### config.mk
export PLATFORM = sky130hd
export DESIGN_NAME = mult_arbiter
export DESIGN_NICKNAME = d
export VERILOG_FILES = /design/src/rtl/mult_arbiter.sv
export SDC_FILE = /design/constraint.sdc
export NUM_CORES = 1
export LEC_CHECK = 0
export CAP_MARGIN = 20
export CORE_UTILIZATION = 43
export DETAILED_ROUTE_END_ITERATION = 16
export PLACE_DENSITY = 0.85
export SYNTH_ARGS = -nofsm -noshare
export SYNTH_HDL_FRONTEND = slang
export SYNTH_SLANG_ARGS = --single-unit
### constraint.sdc
create_clock -name clk -period 3.4 [get_ports clk]
set_input_delay 0.51 -clock clk [delete_from_list [all_inputs] [get_ports clk]]
set_output_delay 0.51 -clock clk [all_outputs]
set_load 0.02 [all_outputs]
### src/rtl/mult_arbiter.sv
// Round-robin arbiter/sequencer sharing one multiplier between two requesters.
// Optional BUSY timeout abort enabled by defining MULT_TIMEOUT_EN.
module mult_arbiter #(
   parameter int WIDTH   = 8,
   parameter int TIMEOUT = 255
) (
   input  logic               clk,
   input  logic               reset,
   input  logic               req0,
   input  logic               req1,
   input  logic [WIDTH-1:0]   a0,
   input  logic [WIDTH-1:0]   b0,
   input  logic [WIDTH-1:0]   a1,
   input  logic [WIDTH-1:0]   b1,
   output logic               grant0,
   output logic               grant1,
   output logic               res_valid0,
   output logic               res_valid1,
   output logic [2*WIDTH-1:0] result,
   output logic               err,
   output logic [WIDTH-1:0]   mult_a,
   output logic [WIDTH-1:0]   mult_b,
   output logic               mult_start,
   input  logic               mult_done,
   input  logic [2*WIDTH-1:0] mult_result
);

   typedef enum logic [1:0] {IDLE, ISSUE, BUSY, RETIRE} state_t;

   state_t             state_q, state_d;
   logic               last_q, last_d;
   logic               owner_q, owner_d;
   logic [WIDTH-1:0]   mult_a_q, mult_a_d;
   logic [WIDTH-1:0]   mult_b_q, mult_b_d;
   logic [2*WIDTH-1:0] result_q, result_d;
   logic               grant0_q, grant0_d;
   logic               grant1_q, grant1_d;
   logic               rv0_q, rv0_d;
   logic               rv1_q, rv1_d;
   logic               start_q, start_d;
   logic               win;

`ifdef MULT_TIMEOUT_EN
   localparam int CW = (TIMEOUT > 1) ? $clog2(TIMEOUT) : 1;
   logic [CW-1:0] ctr_q, ctr_d;
   logic          err_q, err_d;
`endif

   // Next-state and next-output decode; outputs leave straight from flops.
   always_comb begin
      state_d  = state_q;
      last_d   = last_q;
      owner_d  = owner_q;
      mult_a_d = mult_a_q;
      mult_b_d = mult_b_q;
      result_d = result_q;
      grant0_d = 1'b0;
      grant1_d = 1'b0;
      rv0_d    = 1'b0;
      rv1_d    = 1'b0;
      start_d  = 1'b0;
      win      = 1'b0;
`ifdef MULT_TIMEOUT_EN
      ctr_d    = ctr_q;
      err_d    = err_q;
`endif
      case (state_q)
         IDLE: begin
            if (req0 || req1) begin
               // On a tie the port that was not served last wins.
               win      = (req0 && req1) ? ~last_q : req1;
               owner_d  = win;
               mult_a_d = win ? a1 : a0;
               mult_b_d = win ? b1 : b0;
               grant0_d = ~win;
               grant1_d = win;
               start_d  = 1'b1;
               state_d  = ISSUE;
            end
         end
         ISSUE: begin
            state_d = BUSY;
`ifdef MULT_TIMEOUT_EN
            ctr_d   = '0;
`endif
         end
         BUSY: begin
            if (mult_done) begin
               result_d = mult_result;
               rv0_d    = ~owner_q;
               rv1_d    = owner_q;
               state_d  = RETIRE;
`ifdef MULT_TIMEOUT_EN
               err_d    = 1'b0;
            end else if (ctr_q == CW'(TIMEOUT-1)) begin
               result_d = '0;
               err_d    = 1'b1;
               rv0_d    = ~owner_q;
               rv1_d    = owner_q;
               state_d  = RETIRE;
            end else begin
               ctr_d    = ctr_q + 1'b1;
`endif
            end
         end
         RETIRE: begin
            last_d  = owner_q;
            state_d = IDLE;
         end
         default: state_d = IDLE;
      endcase
   end

   always_ff @(posedge clk or posedge reset) begin
      if (reset) begin
         state_q  <= IDLE;
         last_q   <= 1'b1;
         owner_q  <= 1'b0;
         mult_a_q <= '0;
         mult_b_q <= '0;
         result_q <= '0;
         grant0_q <= 1'b0;
         grant1_q <= 1'b0;
         rv0_q    <= 1'b0;
         rv1_q    <= 1'b0;
         start_q  <= 1'b0;
`ifdef MULT_TIMEOUT_EN
         ctr_q    <= '0;
         err_q    <= 1'b0;
`endif
      end else begin
         state_q  <= state_d;
         last_q   <= last_d;
         owner_q  <= owner_d;
         mult_a_q <= mult_a_d;
         mult_b_q <= mult_b_d;
         result_q <= result_d;
         grant0_q <= grant0_d;
         grant1_q <= grant1_d;
         rv0_q    <= rv0_d;
         rv1_q    <= rv1_d;
         start_q  <= start_d;
`ifdef MULT_TIMEOUT_EN
         ctr_q    <= ctr_d;
         err_q    <= err_d;
`endif
      end
   end

   assign grant0     = grant0_q;
   assign grant1     = grant1_q;
   assign res_valid0 = rv0_q;
   assign res_valid1 = rv1_q;
   assign result     = result_q;
   assign mult_a     = mult_a_q;
   assign mult_b     = mult_b_q;
   assign mult_start = start_q;
`ifdef MULT_TIMEOUT_EN
   assign err        = err_q;
`else
   assign err        = 1'b0;
`endif

endmodule
==> impl_metrics.yaml, run 1 <==
outcome:
  status: "completed"
placed_design:
  io_buffers: 89
  gp_congestion: 0.735
  dp_hpwl_mm: 2.80
  place_area_sq_um: 2720
power:
  p_per_area_nw_per_um2: 885
  p_leak_nw: 1.20
  ir_drop_mv: 0.427
clock_network:
  ctsHoldBuffers: 0
  clockRootBuffer: "clkbuf_8"
  cts_buffers: 5
  clk_latency_ps: 290
  clkTransAtPathRegs_ps: 80
  h-tree-depth: 2
  cts.sinks: 41
  clock_path_buffers: 2
  postCtsResizedCells: 0
  tritoncts: "done"
  postCtsSetupRepairBufs: 0
synth:
  synth_top_family_by_area: "compound AO/OA/AOI/OAI gates"
  syn_area_sq_um: 1830
  synth-simple-area-share_pct: 8.27
  synth_compound_area_share_pct: 15.9
  synth_xor_area_share_pct: 0
  ys_ff_latch: 41
  synth.area.top_cells: "dfrtp_1 (55%), mux2_2 (10%), a21oi_2 (9.1%)"
  muxShareOfSynthArea_pct: 11.3
  yosys_warnings: 0
  synthCells: 153
  syn_nets: 210
  syn_area_per_cell_sq_um: 12.0
  synth_top_area_share_pct: 54.7
  synth_cell_types: 24
  synth-adder-area-share_pct: 2.73
  synth_top_area_cell: "dfrtp_1"
  yosysSeqAreaShare_pct: 56.1
detailed_routing:
  via_count: 1425
  firstDrtPassIters: 4
  routed-wl-met3_microns: 307
  drt_wl_total_mm: 3.80
  vias_per_cell: 4.85
  wl_met1_mm: 1.60
  top_layer_used: "met4"
  ant_nets: 0
  drt_iter0_markers: 41
  wl_per_cell_microns: 12.9
  route.met2.wl_mm: 1.84
  route.detailed.drc: 0
critical_path:
  critical_path_class: "flip-flop to output pin"
  worst_setup_path_end_kind: "output pin"
  required_ps: 2890
  cp.buffers_inverters: 1
  arrival_ps: 1260
  worstPathCellList: "clkdlybuf4s50_1"
  cpPeakStageDelay_ps: 610
  critPathTopFamily: "buffers and inverters"
  crit_fanout: 2
  cpMaxStageDelayCell: "clkdlybuf4s50_1"
  start_kind: "flip-flop"
grt:
  track_usage_pct: 18.5
  antenna_found_initial: 0
  grt_pass1_wl_mm: 6.15
  grt_overflow: 0
  grt_pass1_vias: 1429
  grt_max_degree: 24
sta:
  worst-slew-pin-transition_ps: 634
  timing.final.crit_share_pct: 52.2
  fin_skew_ps: 3.66
  holdWs_ps: 484
  maxSlewViolCount: 0
  rsz0062_at_grt: "no"
  finalHoldViolCount: 0
  finalSetupViolCount: 0
  max-slew-margin-rel_pct: 57.5
  post-route-min-period_ps: 1770
  max_freq_mhz: 564
  setup_tns_ps: 0
worst_hold_path:
  hold_class: "flip-flop to flip-flop"
finish:
  drive_above_1_share_pct: 21.3
  syn2layout_area_growth_pct: 54.0
  diodes: 0
  layout_commonest_cell: "clkdlybuf4s50_1"
  design_area_sq_um: 2820
  layout_common_cells: "clkdlybuf4s50_1 (89), dfrtp_1 (40), a21oi_2 (19), nor2_1 (19), mux2_2 (17)"
  layout.nets: 300
floorplan:
  die_height_microns: 67.2
  die_x_microns: 67.2
  core_sq_um: 4060
  io_pins: 91
  initial_core_util_pct: 45.1
  core.rowCount: 23
  die_area_sq_um: 4520
job:
  drv_cap: 0
## registers in the layout, summed over array words and instances (netlist names)
signal and count:
last_q 1, grant0 1, owner_q 1, state_q 2, grant1 1, res_valid0 1
result 16, res_valid1 1, mult_a 8, mult_start 1, mult_b 8
## report_power, final
part | leakage [nW] | switching [mW] | internal [mW]
Clock | 0.0542 | 0.156 | 0.183
Sequential | 0.481 | 0.122 | 0.728
Combinational | 0.666 | 0.640 | 0.666
Total | 1.20 | 0.918 | 1.58
## metal layers
layer	track usage, %	vias up
met1	20.6	665
met5	0	-
li1	-	691
met2	32.5	62
met3	5.24	7
met4	8.51	0
## worst paths after layout
check | from | end | slack (ps) | depth (start not counted)
hold reg to reg | owner_q | res_valid0 | 480 | 1
max in group asynchronous | reset | last_q | 2160 | 3
hold / removal | owner_q | res_valid0 | 480 | 1
setup / recovery | mult_b[6] | mult_b[6] | 1630 | 1
min in group asynchronous | reset | result[6] | 530 | 2
setup reg to reg | state_q[0] | state_q[1] | 1820 | 5
## cell type report
class | instances | area, sq um
clock buffers | 7 | 96.3
well taps | 50 | 62.6
flip-flops and latches | 41 | 1030
repair buffers | 91 | 906
clock inverters | 1 | 5.00
inverters | 5 | 18.8
fillers | 320 | 1240
multi-input cells | 99 | 703
## cell usage after synthesis
cell type	number
mux2_4	1
buf_4	3
conb_1	1
nor3b_1	1
a21o_1	1
inv_1	4
buf_6	3
nand2_1	16
mux2_2	17
buf_12	1
and3_1	1
nor2_1	19
buf_2	1
inv_2	1
nand2_2	1
a21oi_1	14
o21ai_2	1
a21boi_4	1
o32a_1	1
a21oi_2	19
dfrtp_1	40
ha_1	4
dfstp_2	1
a21bo_1	1
## logic make-up (layout without fill, tap and decap cells)
group / Yosys count / after routing
other: 1 / 1
DFF: 41 / 41
AOI/OAI and AO/OA: 38 / 38
and+or+nand+nor: 38 / 38
adders and majority gates: 4 / 4
buffers and inverters: 13 / 104
muxes: 18 / 18
## per-stage QoR
| stage | cells | total power, mW | setup slack (ps) | utilization (%) |
|---|---|---|---|---|
| after floorplan | 153 | 1.63 | 1950 | - |
| after global placement | 286 | 2.14 | 1430 | 67.0 |
| after detailed placement | 286 | 2.18 | 1350 | 67.0 |
| after CTS | 294 | 2.53 | 1620 | 69.5 |
| after global routing | 294 | 2.66 | 1580 | 69.5 |
| final | 294 | 2.49 | 1630 | 69.5 |
Note: power is estimated with default switching activity, not from simulation.
==> run 2, diff against run 1 <==
--- a/config.mk
+++ b/config.mk
@@ -6,9 +6,9 @@
 export NUM_CORES = 1
 export LEC_CHECK = 0
 export CAP_MARGIN = 20
-export CORE_UTILIZATION = 43
+export CORE_UTILIZATION = 36
 export DETAILED_ROUTE_END_ITERATION = 16
-export PLACE_DENSITY = 0.85
+export PLACE_DENSITY = 0.76
 export SYNTH_ARGS = -nofsm -noshare
 export SYNTH_HDL_FRONTEND = slang
 export SYNTH_SLANG_ARGS = --single-unit
==> constraint.sdc (replaced) <==
create_clock -name clk -period 1.6 [get_ports clk]
set_input_delay 0.24 -clock clk [delete_from_list [all_inputs] [get_ports clk]]
set_output_delay 0.24 -clock clk [all_outputs]
set_load 0.02 [all_outputs]
==> run 2 against run 1 <==
Global-route usage fell by 2.5 points. Sequential power rose by 110%. Design area rose by 3.8%. Register-to-register slack got worse by 1700 ps. Sequential cell count did not move. Clock skew rose by 4.3 ps. Total power rose by 110%. Highest routed layer unchanged.
==> impl_metrics.yaml, run 2 (synthesized netlist as in run 1, its figures left out) <==
outcome:
  status: "completed"
critical_path:
  critPathTopFamily: "buffers and inverters"
  cp.buffers_inverters: 1
  cpMaxStageDelayCell: "clkdlybuf4s50_1"
  worst_setup_path_end_kind: "output pin"
  arrival_ps: 1270
  cpPeakStageDelay_ps: 620
  required_ps: 1360
  critical_path_class: "flip-flop to output pin"
  start_kind: "flip-flop"
  worstPathCellList: "clkdlybuf4s50_1"
  crit_fanout: 2
clock_network:
  tritoncts: "done"
  ctsHoldBuffers: 0
  h-tree-depth: 2
  clock_path_buffers: 2
  postCtsSetupRepairBufs: 0
  cts.sinks: 41
  cts_buffers: 5
  clockRootBuffer: "clkbuf_8"
  clk_latency_ps: 290
  clkTransAtPathRegs_ps: 80
  postCtsResizedCells: 0
floorplan:
  die_x_microns: 73.3
  core_sq_um: 4820
  initial_core_util_pct: 38.0
  io_pins: 91
  core.rowCount: 25
  die_area_sq_um: 5370
  die_height_microns: 73.3
sta:
  rsz0062_at_grt: "no"
  worst_slack_ps: 90.6
  holdWs_ps: 246
  fin_skew_ps: 7.95
  worst-slew-pin-transition_ps: 595
  post-route-min-period_ps: 1510
  finalSetupViolCount: 0
  setup_tns_ps: 0
  finalHoldViolCount: 0
  max_freq_mhz: 663
  maxSlewViolCount: 0
  timing.final.crit_share_pct: 94.3
  max-slew-margin-rel_pct: 60.1
finish:
  layout_commonest_cell: "clkdlybuf4s50_1"
  seq_area_sq_um: 1030
  multiInputGateArea_sq_um: 703
  design_area_sq_um: 2930
  finalNonFillerCells: 321
  diodes: 0
  drive_above_1_share_pct: 24.4
  layout_common_cells: "clkdlybuf4s50_1 (89), dfrtp_1 (40), a21oi_2 (19), nor2_1 (19), mux2_2 (17)"
  fin_util_pct: 60.7
  nFillCells: 430
  largest_reg_flops: 16
  syn2layout_area_growth_pct: 59.8
  layout.nets: 310
power:
  p_per_area_nw_per_um2: 1820
  finalPower_mw: 5.34
  ir_drop_mv: 0.967
  p_leak_nw: 1.25
grt:
  track_usage_pct: 16.0
  grt_pass1_vias: 1444
  grt_pass1_wl_mm: 6.47
  antenna_found_initial: 0
  grt_max_degree: 18
  grt_overflow: 0
detailed_routing:
  wl_per_cell_microns: 12.7
  firstDrtPassIters: 4
  ant_nets: 0
  vias_per_cell: 4.50
  route.detailed.drc: 0
  drt_wl_total_mm: 4.09
  drt_iter0_markers: 38
  via_count: 1443
placed_design:
  post-place-ws_ps: 8.10
  gp_congestion: 0.715
  io_buffers: 89
  place_area_sq_um: 2840
  dp.cells: 313
  dp_hpwl_mm: 3.12
job:
  drv_cap: 0
worst_hold_path:
  hold_class: "input port to asynchronous set/reset pin"
[run 2: cell count changes in the layout (fill, tap and decap cells not counted)]
cell / change
clkinv_2: +1
buf_12: +2
clkbuf_8: -2
clkinvlp_4: +1
buf_4: +8
[run 2: layer usage]
metal | track usage (%) | vias to the layer above | part of all wire, %
li1 | - | 712 | -
met1 | 19.1 | 670 | 43
met2 | 28.3 | 59 | 49
met3 | 5.35 | 2 | 7.4
met4 | 3.21 | 0 | 0.44
met5 | 0 | - | 0
[run 2: final cells by class]
cell class / instances / area share [%]
multi-input cells: 99 / 24.0
inverters: 5 / 0.642
clock buffers: 5 / 2.35
well taps: 67 / 2.87
repair buffers: 101 / 34.4
clock inverters: 3 / 0.599
flip-flops and latches: 41 / 35.1
[run 2: path summary, 6_finish.rpt]
| kind | start | endpoint | slack [ps] | depth (start not counted) |
|---|---|---|---|---|
| max | mult_a[1] | mult_a[1] | 90 | 1 |
| min | reset | owner_q | 250 | 2 |
| max reg2reg | state_q[0] | result[11] | 110 | 4 |
| min reg2reg | owner_q | res_valid0 | 490 | 1 |
| max in group asynchronous | reset | mult_a[0] | 820 | 3 |
| min in group clk | owner_q | res_valid0 | 490 | 1 |
[run 2: where the power goes]
group,internal (mW),switching [mW]
Sequential,1.55,0.263
Combinational,1.50,1.38
Clock,0.301,0.347
Total,3.34,1.99
==> run 3, diff against run 2 <==
--- a/config.mk
+++ b/config.mk
@@ -9,6 +9,8 @@
 export CORE_UTILIZATION = 36
 export DETAILED_ROUTE_END_ITERATION = 16
 export PLACE_DENSITY = 0.76
+export REMOVE_ABC_BUFFERS = 1
+export SETUP_SLACK_MARGIN = 0.1
 export SYNTH_ARGS = -nofsm -noshare
 export SYNTH_HDL_FRONTEND = slang
 export SYNTH_SLANG_ARGS = --single-unit
==> run 3 against run 2 <==
Die area stayed put. Maximum frequency is 5.3% higher. Highest routed layer unchanged. Global-route usage is 0.49 points higher. Total power is 1.8% lower. Register-to-register slack better by 70 ps. First-iteration DRC count is 5.3% higher. Sequential share of layout area is 0.79 points lower. Clock-buffer cell count is 1 higher. Clock power is 9.0% higher. Setup slack better by 76 ps. Critical path depth stayed put. Clock skew is 3.6 ps lower.
==> impl_metrics.yaml, run 3 (synthesized netlist as in run 1, its figures left out) <==
outcome:
  status: "completed"
worst_hold_path:
  hold_class: "input port to asynchronous set/reset pin"
finish:
  layout.nets: 308
  multiInputGateArea_sq_um: 708
  diodes: 0
  largest_reg_flops: 16
  layout_common_cells: "clkdlybuf4s50_1 (53), dfrtp_1 (40), dlymetal6s2s_1 (20)"
  drive_above_1_share_pct: 24.2
  seq_area_sq_um: 1030
  design_area_sq_um: 2990
  finalNonFillerCells: 319
  syn2layout_area_growth_pct: 63.5
  fin_util_pct: 62.1
  nFillCells: 440
  layout_commonest_cell: "clkdlybuf4s50_1"
sta:
  worst-slew-pin-transition_ps: 569
  max_freq_mhz: 697
  holdWs_ps: 252
  finalSetupViolCount: 0
  timing.final.crit_share_pct: 89.6
  setup_tns_ps: 0
  post-route-min-period_ps: 1430
  max-slew-margin-rel_pct: 61.8
  rsz0062_at_grt: "no"
  maxSlewViolCount: 0
  worst_slack_ps: 166
  finalHoldViolCount: 0
  fin_skew_ps: 4.40
floorplan:
  die_x_microns: 73.3
  core.rowCount: 25
  core_sq_um: 4820
  die_area_sq_um: 5370
  io_pins: 91
  initial_core_util_pct: 38.0
  die_height_microns: 73.3
detailed_routing:
  route.detailed.drc: 0
  drt_iter0_markers: 40
  firstDrtPassIters: 4
  ant_nets: 0
  via_count: 1443
  drt_wl_total_mm: 4.24
  wl_per_cell_microns: 13.3
  vias_per_cell: 4.52
critical_path:
  crit_fanout: 1
  worstPathCellList: "clkdlybuf4s50_1"
  reg2reg_depth: 5
  critical_path_class: "flip-flop to output pin"
  cpMaxStageDelayCell: "clkdlybuf4s50_1"
  required_ps: 1360
  cp.depth: 1
  arrival_ps: 1190
  cp.buffers_inverters: 1
  start_kind: "flip-flop"
  worst_setup_path_end_kind: "output pin"
  cpPeakStageDelay_ps: 590
  critPathTopFamily: "buffers and inverters"
grt:
  grt_max_degree: 23
  grt_pass1_vias: 1459
  track_usage_pct: 16.5
  grt_pass1_wl_mm: 6.66
  grt_overflow: 0
  antenna_found_initial: 0
power:
  ir_drop_mv: 0.782
  p_per_area_nw_per_um2: 1750
  finalPower_mw: 5.24
  p_leak_nw: 1.49
placed_design:
  io_buffers: 89
  dp.cells: 310
  post-place-ws_ps: 46.8
  dp_hpwl_mm: 3.11
  gp_congestion: 0.742
  place_area_sq_um: 2850
clock_network:
  h-tree-depth: 2
  clk_latency_ps: 290
  clock_path_buffers: 2
  tritoncts: "done"
  cts.sinks: 41
  clockRootBuffer: "clkbuf_8"
  clkTransAtPathRegs_ps: 80
  cts_buffers: 5
  ctsHoldBuffers: 0
job:
  drv_cap: 0
-- run 3: cell count changes in the layout (fill, tap and decap cells not counted) --
| cell | previous run | this run |
|---|---|---|
| buf_12 | 2 | 5 |
| buf_4 | 10 | 5 |
| clkbuf_8 | 5 | 6 |
| clkdlybuf4s50_1 | 89 | 53 |
| clkinv_2 | 2 | 1 |
| clkinv_4 | 0 | 1 |
| clkinvlp_4 | 1 | 0 |
| dlygate4sd2_1 | 0 | 16 |
| dlymetal6s2s_1 | 0 | 20 |
| nor3b_1 | 1 | 0 |
| nor3b_2 | 0 | 1 |
-- run 3: area by class of cell --
cell class	instances	area share [%]
inverter	5	0.627
clock inverter	2	0.460
tap	67	2.80
sequential	41	34.3
timing repair buffer	99	35.4
clock buffer	6	2.76
multi-input combinational	99	23.7
-- run 3: worst paths after layout --
check                            from          to  slack [ps]
setup reg to reg           state_q[1]  state_q[1]         180
min in group clk                a0[6]   mult_a[6]         490
hold reg to reg               owner_q  res_valid0         500
setup / recovery           mult_start  mult_start         170
max in group asynchronous       reset   mult_b[5]         890
hold / removal                  reset   mult_a[0]         250
-- run 3: power by group --
group | total [mW] | internal [mW] | leakage [nW] | switching, mW
Combinational | 2.75 | 1.35 | 0.960 | 1.40
Sequential | 1.79 | 1.54 | 0.481 | 0.244
Clock | 0.706 | 0.350 | 0.0512 | 0.357
-- run 3: timing repair --
| action | CTS | global route |
|---|---|---|
| setup buffers | 0 | 1 |
| hold endpoints to repair | 0 | 0 |
| setup endpoints to repair | 17 | 38 |
| resized for setup | 17 | 20 |
-- run 3: per-layer routing --
metal  routed length (microns)  global-route usage, %  up-vias
met4                        44                   4.49        0
met2                      2200                   29.3       45
met1                      1740                   19.4      684
met3                       252                   4.94        6
li1                          -                      -      708
met5                         0                      0        -
